`config.mk`:
```
export PLATFORM = sky130hd
export DESIGN_NAME = if_fetch_flat
export DESIGN_NICKNAME = d
export VERILOG_FILES = /design/src/rtl/if_fetch_if.sv /design/src/rtl/if_fetch.sv /design/src/flat_wrapper.sv
export SDC_FILE = /design/constraint.sdc
export NUM_CORES = 1
export LEC_CHECK = 0
export BUFFER_PORTS_ARGS = -buffer_cell sky130_fd_sc_hd__buf_2
export CORE_ASPECT_RATIO = 1.75
export CORE_MARGIN = 10
export CORE_UTILIZATION = 45
export DETAILED_ROUTE_END_ITERATION = 16
export PLACE_DENSITY = 0.62
export SETUP_SLACK_MARGIN = 0.3
export SYNTH_ARGS = -nofsm -noshare
export SYNTH_HDL_FRONTEND = slang
export SYNTH_SLANG_ARGS = --single-unit
```
`constraint.sdc`:
```
create_clock -name clk -period 2.65 [get_ports clk]
set_input_delay 0.1325 -clock clk [delete_from_list [all_inputs] [get_ports clk]]
set_output_delay 0.1325 -clock clk [all_outputs]
set_load 0.01 [all_outputs]
```
`src/rtl/if_fetch_if.sv`:
```
// Instruction-memory fetch bus between the IF stage and instruction memory.
// master: mem_req/mem_addr out, mem_ack/mem_rdata in; slave is the mirror.
interface if_fetch_if #(
  parameter int ADDR_W = 32,
  parameter int INST_W = 32
);
  logic              mem_req;
  logic [ADDR_W-1:0] mem_addr;
  logic              mem_ack;
  logic [INST_W-1:0] mem_rdata;

  modport master (
    output mem_req, mem_addr,
    input  mem_ack, mem_rdata
  );

  modport slave (
    input  mem_req, mem_addr,
    output mem_ack, mem_rdata
  );
endinterface

```
`src/rtl/if_fetch.sv`:
```
// RV32I fetch stage: owns the PC, fetches over mem (req/ack), emits to IF/ID.
// Ports: clk, rst, stall, branch_flag/target in; mem bus; if_pc/inst/valid, stallreq out.
module if_fetch #(
  parameter int ADDR_W = 32,
  parameter int INST_W = 32,
  parameter logic [ADDR_W-1:0] RESET_PC = '0
) (
  input  logic              clk,
  input  logic              rst,
  input  logic              stall,
  input  logic              branch_flag,
  input  logic [ADDR_W-1:0] branch_target,
  if_fetch_if.master        mem,
  output logic [ADDR_W-1:0] if_pc,
  output logic [INST_W-1:0] if_inst,
  output logic              if_valid,
  output logic              stallreq
);

  typedef enum logic [1:0] {
    REQ  = 2'd0,
    DROP = 2'd1,
    HOLD = 2'd2
  } state_t;

  state_t            state, state_n;
  logic [ADDR_W-1:0] req_addr, req_n;
  logic [ADDR_W-1:0] tgt, tgt_n;
  logic [ADDR_W-1:0] buf_pc, bpc_n;
  logic [INST_W-1:0] buf_inst, binst_n;
  logic              emit;
  logic [ADDR_W-1:0] epc;
  logic [INST_W-1:0] einst;
  logic [ADDR_W-1:0] target;

  // Redirects are always word aligned.
  assign target = branch_target & ~ADDR_W'(3);

  // Reset abandons any outstanding request immediately.
  assign mem.mem_req  = ~rst & (state != HOLD);
  assign mem.mem_addr = req_addr;
  assign stallreq     = (state == DROP) |
                        ((state == REQ) & ~mem.mem_ack);

  always_comb begin
    state_n = state;
    req_n   = req_addr;
    tgt_n   = tgt;
    bpc_n   = buf_pc;
    binst_n = buf_inst;
    emit    = 1'b0;
    epc     = req_addr;
    einst   = mem.mem_rdata;
    unique case (state)
      REQ: begin
        if (branch_flag) begin
          if (mem.mem_ack) begin
            req_n = target;
          end else begin
            tgt_n   = target;
            state_n = DROP;
          end
        end else if (mem.mem_ack) begin
          if (!stall) begin
            emit  = 1'b1;
            req_n = req_addr + ADDR_W'(4);
          end else begin
            bpc_n   = req_addr;
            binst_n = mem.mem_rdata;
            state_n = HOLD;
          end
        end
      end
      DROP: begin
        // Old request stays on the bus; its data is thrown away.
        if (branch_flag) tgt_n = target;
        if (mem.mem_ack) begin
          req_n   = branch_flag ? target : tgt;
          state_n = REQ;
        end
      end
      HOLD: begin
        if (branch_flag) begin
          bpc_n   = '0;
          binst_n = '0;
          req_n   = target;
          state_n = REQ;
        end else if (!stall) begin
          emit    = 1'b1;
          epc     = buf_pc;
          einst   = buf_inst;
          req_n   = buf_pc + ADDR_W'(4);
          state_n = REQ;
        end
      end
      default: state_n = REQ;
    endcase
  end

  always_ff @(posedge clk) begin
    if (rst) begin
      state    <= REQ;
      req_addr <= RESET_PC;
      tgt      <= '0;
      buf_pc   <= '0;
      buf_inst <= '0;
      if_pc    <= '0;
      if_inst  <= '0;
      if_valid <= 1'b0;
    end else begin
      state    <= state_n;
      req_addr <= req_n;
      tgt      <= tgt_n;
      buf_pc   <= bpc_n;
      buf_inst <= binst_n;
      if_valid <= emit;
      if_pc    <= emit ? epc : '0;
      if_inst  <= emit ? einst : '0;
    end
  end

endmodule

```
`src/flat_wrapper.sv`:
```
// flat-port wrapper written by rule: the top's interface ports become plain ports
module if_fetch_flat 
#(
  parameter int ADDR_W = 32,
  parameter int INST_W = 32,
  parameter logic [ADDR_W-1:0] RESET_PC = '0
)
  (clk, rst, stall, branch_flag, branch_target, if_pc, if_inst, if_valid, stallreq, mem_mem_req, mem_mem_addr, mem_mem_ack, mem_mem_rdata);
  if_fetch_if #(.ADDR_W(ADDR_W), .INST_W(INST_W)) mem_i ();
  input  logic clk;
  input  logic rst;
  input  logic stall;
  input  logic branch_flag;
  input  logic [ADDR_W-1:0] branch_target;
  output logic [ADDR_W-1:0] if_pc;
  output logic [INST_W-1:0] if_inst;
  output logic if_valid;
  output logic stallreq;
  output wire logic [$bits(mem_i.mem_req)-1:0] mem_mem_req;
  output wire logic [$bits(mem_i.mem_addr)-1:0] mem_mem_addr;
  input wire logic [$bits(mem_i.mem_ack)-1:0] mem_mem_ack;
  input wire logic [$bits(mem_i.mem_rdata)-1:0] mem_mem_rdata;
  assign mem_mem_req = mem_i.mem_req;
  assign mem_mem_addr = mem_i.mem_addr;
  assign mem_i.mem_ack = mem_mem_ack;
  assign mem_i.mem_rdata = mem_mem_rdata;
  if_fetch #(.ADDR_W(ADDR_W), .INST_W(INST_W), .RESET_PC(RESET_PC)) u_core (.clk(clk), .rst(rst), .stall(stall), .branch_flag(branch_flag), .branch_target(branch_target), .mem(mem_i), .if_pc(if_pc), .if_inst(if_inst), .if_valid(if_valid), .stallreq(stallreq));
endmodule
```
==> impl_metrics.tcl <==
set metrics [dict create \
    worstPathArrival_ps 2680 \
    clkSinkCount 195 \
    synth_cell_types 66 \
    syn_avg_cell_area_um2 7.56 \
    cp-end-kind "flip-flop" \
    fmax_mhz 438 \
    vdd_ir_drop_max_mv 0.410 \
    finalHoldViolations 0 \
    cts_tree "done" \
    synth_cells 1304 \
    power_density_nw_per_um2 607 \
    setup_viol 0 \
    crit_path_start_kind "flip-flop" \
    port_buffers 165 \
    critical_path_class "reg2reg" \
    postRouteWirelength_um 33200 \
    synth_most_common_cell "nand2_1" \
    yosysTopAreaCell "dfxtp_1" \
    min_path_type "in2reg" \
    place_area_um2 11200 \
    path_cells "ha_4 > nand3_2 > or4_4 > or4_1 > a31oi_1 > a21o_1 > a22o_1" \
    wl_per_cell_um 18.3 \
    overflow 0 \
    max_slew_margin 0.508 \
    initial_utilization 0.458 \
    dieHeight_um 216 \
    setup_tns_ps 0 \
    synth_area_leaders "dfxtp_1, nand2_1, a21oi_1" \
    crit_required_ps 3050 \
    drtAntennaViolNets 0 \
    cp_max_fo 5 \
    track_usage 0.227 \
    h-tree-depth 4 \
    core-area_um2 21500 \
    finish.utilization 0.583 \
    drive_gt1_frac 0.215 \
    numCtsBuffers 17 \
    r2r_cells 7 \
    dp_hpwl_um 22900 \
    crit_path_end "u_core.mem.mem_addr[22]" \
    num_rows 71 \
    grt_start_max_net_pins 70 \
    slew_violations 0 \
    grt_setup_unrepaired "yes" \
    final_cell_area_um2 12500 \
    yosys_warnings 0 \
    max_stage_delay_ps 590 \
    synth.ff_latch_count 195 \
    die_area_um2 28400 \
    grt_pass1_vias 9698 \
    r2r_slack_ps 370 \
    crit_path_start "u_core.buf_pc[2]" \
    post-route-min-period_ps 2280 \
    r2r_start "u_core.buf_pc[2]" \
    synth_flop_cell "dfxtp_1" \
    worst_pin_slew_ps 738 \
    drc 0 \
    drv_cap 0 \
    pin_count 168 \
    skew_ps 4.89 \
    yosysSeqAreaShare 0.396 \
    first_iter_violations 708 \
    avgViaCountPerCell 5.64 \
    slowest_stage "or4_4" \
    grt_pass1_wl_um 52900 \
    clk_path_buf_depth 2 \
    syn2layout_area_growth_pct 27.2 \
    finalCritPeriodShare 0.861 \
    clock_latency_ps 450 \
    synth_nets 1379 \
    nNetsFinal 1584 \
    routabilityCongestion 0.958 \
    async_flop_share 0 \
    synth_edf_count 0 \
    via_count 10200 \
    regToRegEndpoint "u_core.mem.mem_addr[22]" \
    synth_top_area_share 0.396 \
    syn-cell-area_um2 9850 \
    clk_pin_slew_ps 70 \
    ys_top_cells_by_count "nand2_1, dfxtp_1, a21oi_1, o21ai_0, clkbuf_1" \
    drtPass1Iterations 5 \
    die_width_um 132 \
    clockRootBuffer "clkbuf_16" \
    hold_slack_ps 100 \
    grt_antenna_before_repair 1 \
    power_uw 7610 \
    p_leak_uw 0.00490 \
    status "complete, no violations" \
]
[metrics by stage]
stage                     setup slack (ps)  instances
final                                  368       1815
after global routing                   252       1815
after CTS                              282       1813
after detailed placement               160       1718
after global placement                 210       1718
after floorplan                        319       1304
[where the power goes]
part / total (uW) / switching, uW / internal [uW] / leakage [uW]
clock network: 2440 / 1190 / 1250 / 0.000264
logic: 1770 / 1050 / 725 / 0.00304
registers: 3400 / 240 / 3160 / 0.00159
total: 7610 / 2470 / 5140 / 0.00490
[layer usage]
metal  vias up  share of wire  GRT usage
met5         -              0          0
met4         0          0.037     0.0949
met3        77          0.060     0.0514
met2       390           0.48      0.383
met1      4776           0.42      0.273
li1       4989              -          -
[worst max-delay path, delay by kind of cell (launching register included)]
family	cells	cell delay (ps)
and+or+nand+nor	3	1220
AOI/OAI and AO/OA	3	520
DFF	1	350
adders and majority gates	1	150
[timing repair]
item,in CTS,in global routing
pin swaps,1,3
setup endpoints to repair,24,48
endpoints found under the hold margin,84,0
resized for setup,11,30
hold buffers,62,0
gates cloned,0,0
setup buffers,1,1
[cells by family (layout without fill, tap and decap cells)]
logic type / Yosys count / in the layout / synth area share
AO/OA/AOI/OAI: 408 / 408 / 0.260
XOR/XNOR: 29 / 29 / 0.0258
adder cells (fa/ha/maj): 6 / 6 / 0.00762
buffers and inverters: 146 / 364 / 0.0584
flip-flops: 195 / 195 / 0.396
multiplexers: 10 / 10 / 0.0109
other: 0 / 1 / 0
AND/OR/NAND/NOR: 510 / 510 / 0.241
[state kept, by name (all words and copies together), names as in the netlist]
signal and flops:
u_core.if_inst 32, u_core.buf_inst 32, u_core.if_pc 32, u_core.state 2, u_core.if_valid 1, u_core.tgt 32, u_core.buf_pc 32, u_core.mem.mem_addr 32
[area by class of cell]
type	instances	area (um2)
fill	2084	8970
multi-input combinational	963	5500
sequential	195	3930
timing repair buffer	300	2070
clock buffer	21	460
tap	292	365
inverter	32	121
clock inverter	11	78.8
antenna	1	2.50
[layout by cell type, fill, tap and decap left out, types with 24 or more instances in the layout]
cell	n
nand2_1	305
nor2_1	29
a22o_1	27
a22oi_1	53
buf_2	165
buf_4	66
inv_1	30
o21ai_0	120
nand3_1	24
a21oi_1	119
nand2b_1	50
dfxtp_1	180
dlygate4sd3_1	62
[worst min path at each step]
stage	start	endpoint	cells after the start
6_report	rst	u_core.mem.mem_addr[14]	2
5_1_grt	rst	u_core.mem.mem_addr[14]	2
3_5_place_dp	branch_target[22]	u_core.tgt[22]	3
3_3_place_gp	branch_target[22]	u_core.tgt[22]	3
2_1_floorplan	branch_target[14]	u_core.tgt[14]	2
4_1_cts	rst	u_core.mem.mem_addr[14]	2
Power figures use the tool's default switching activity.
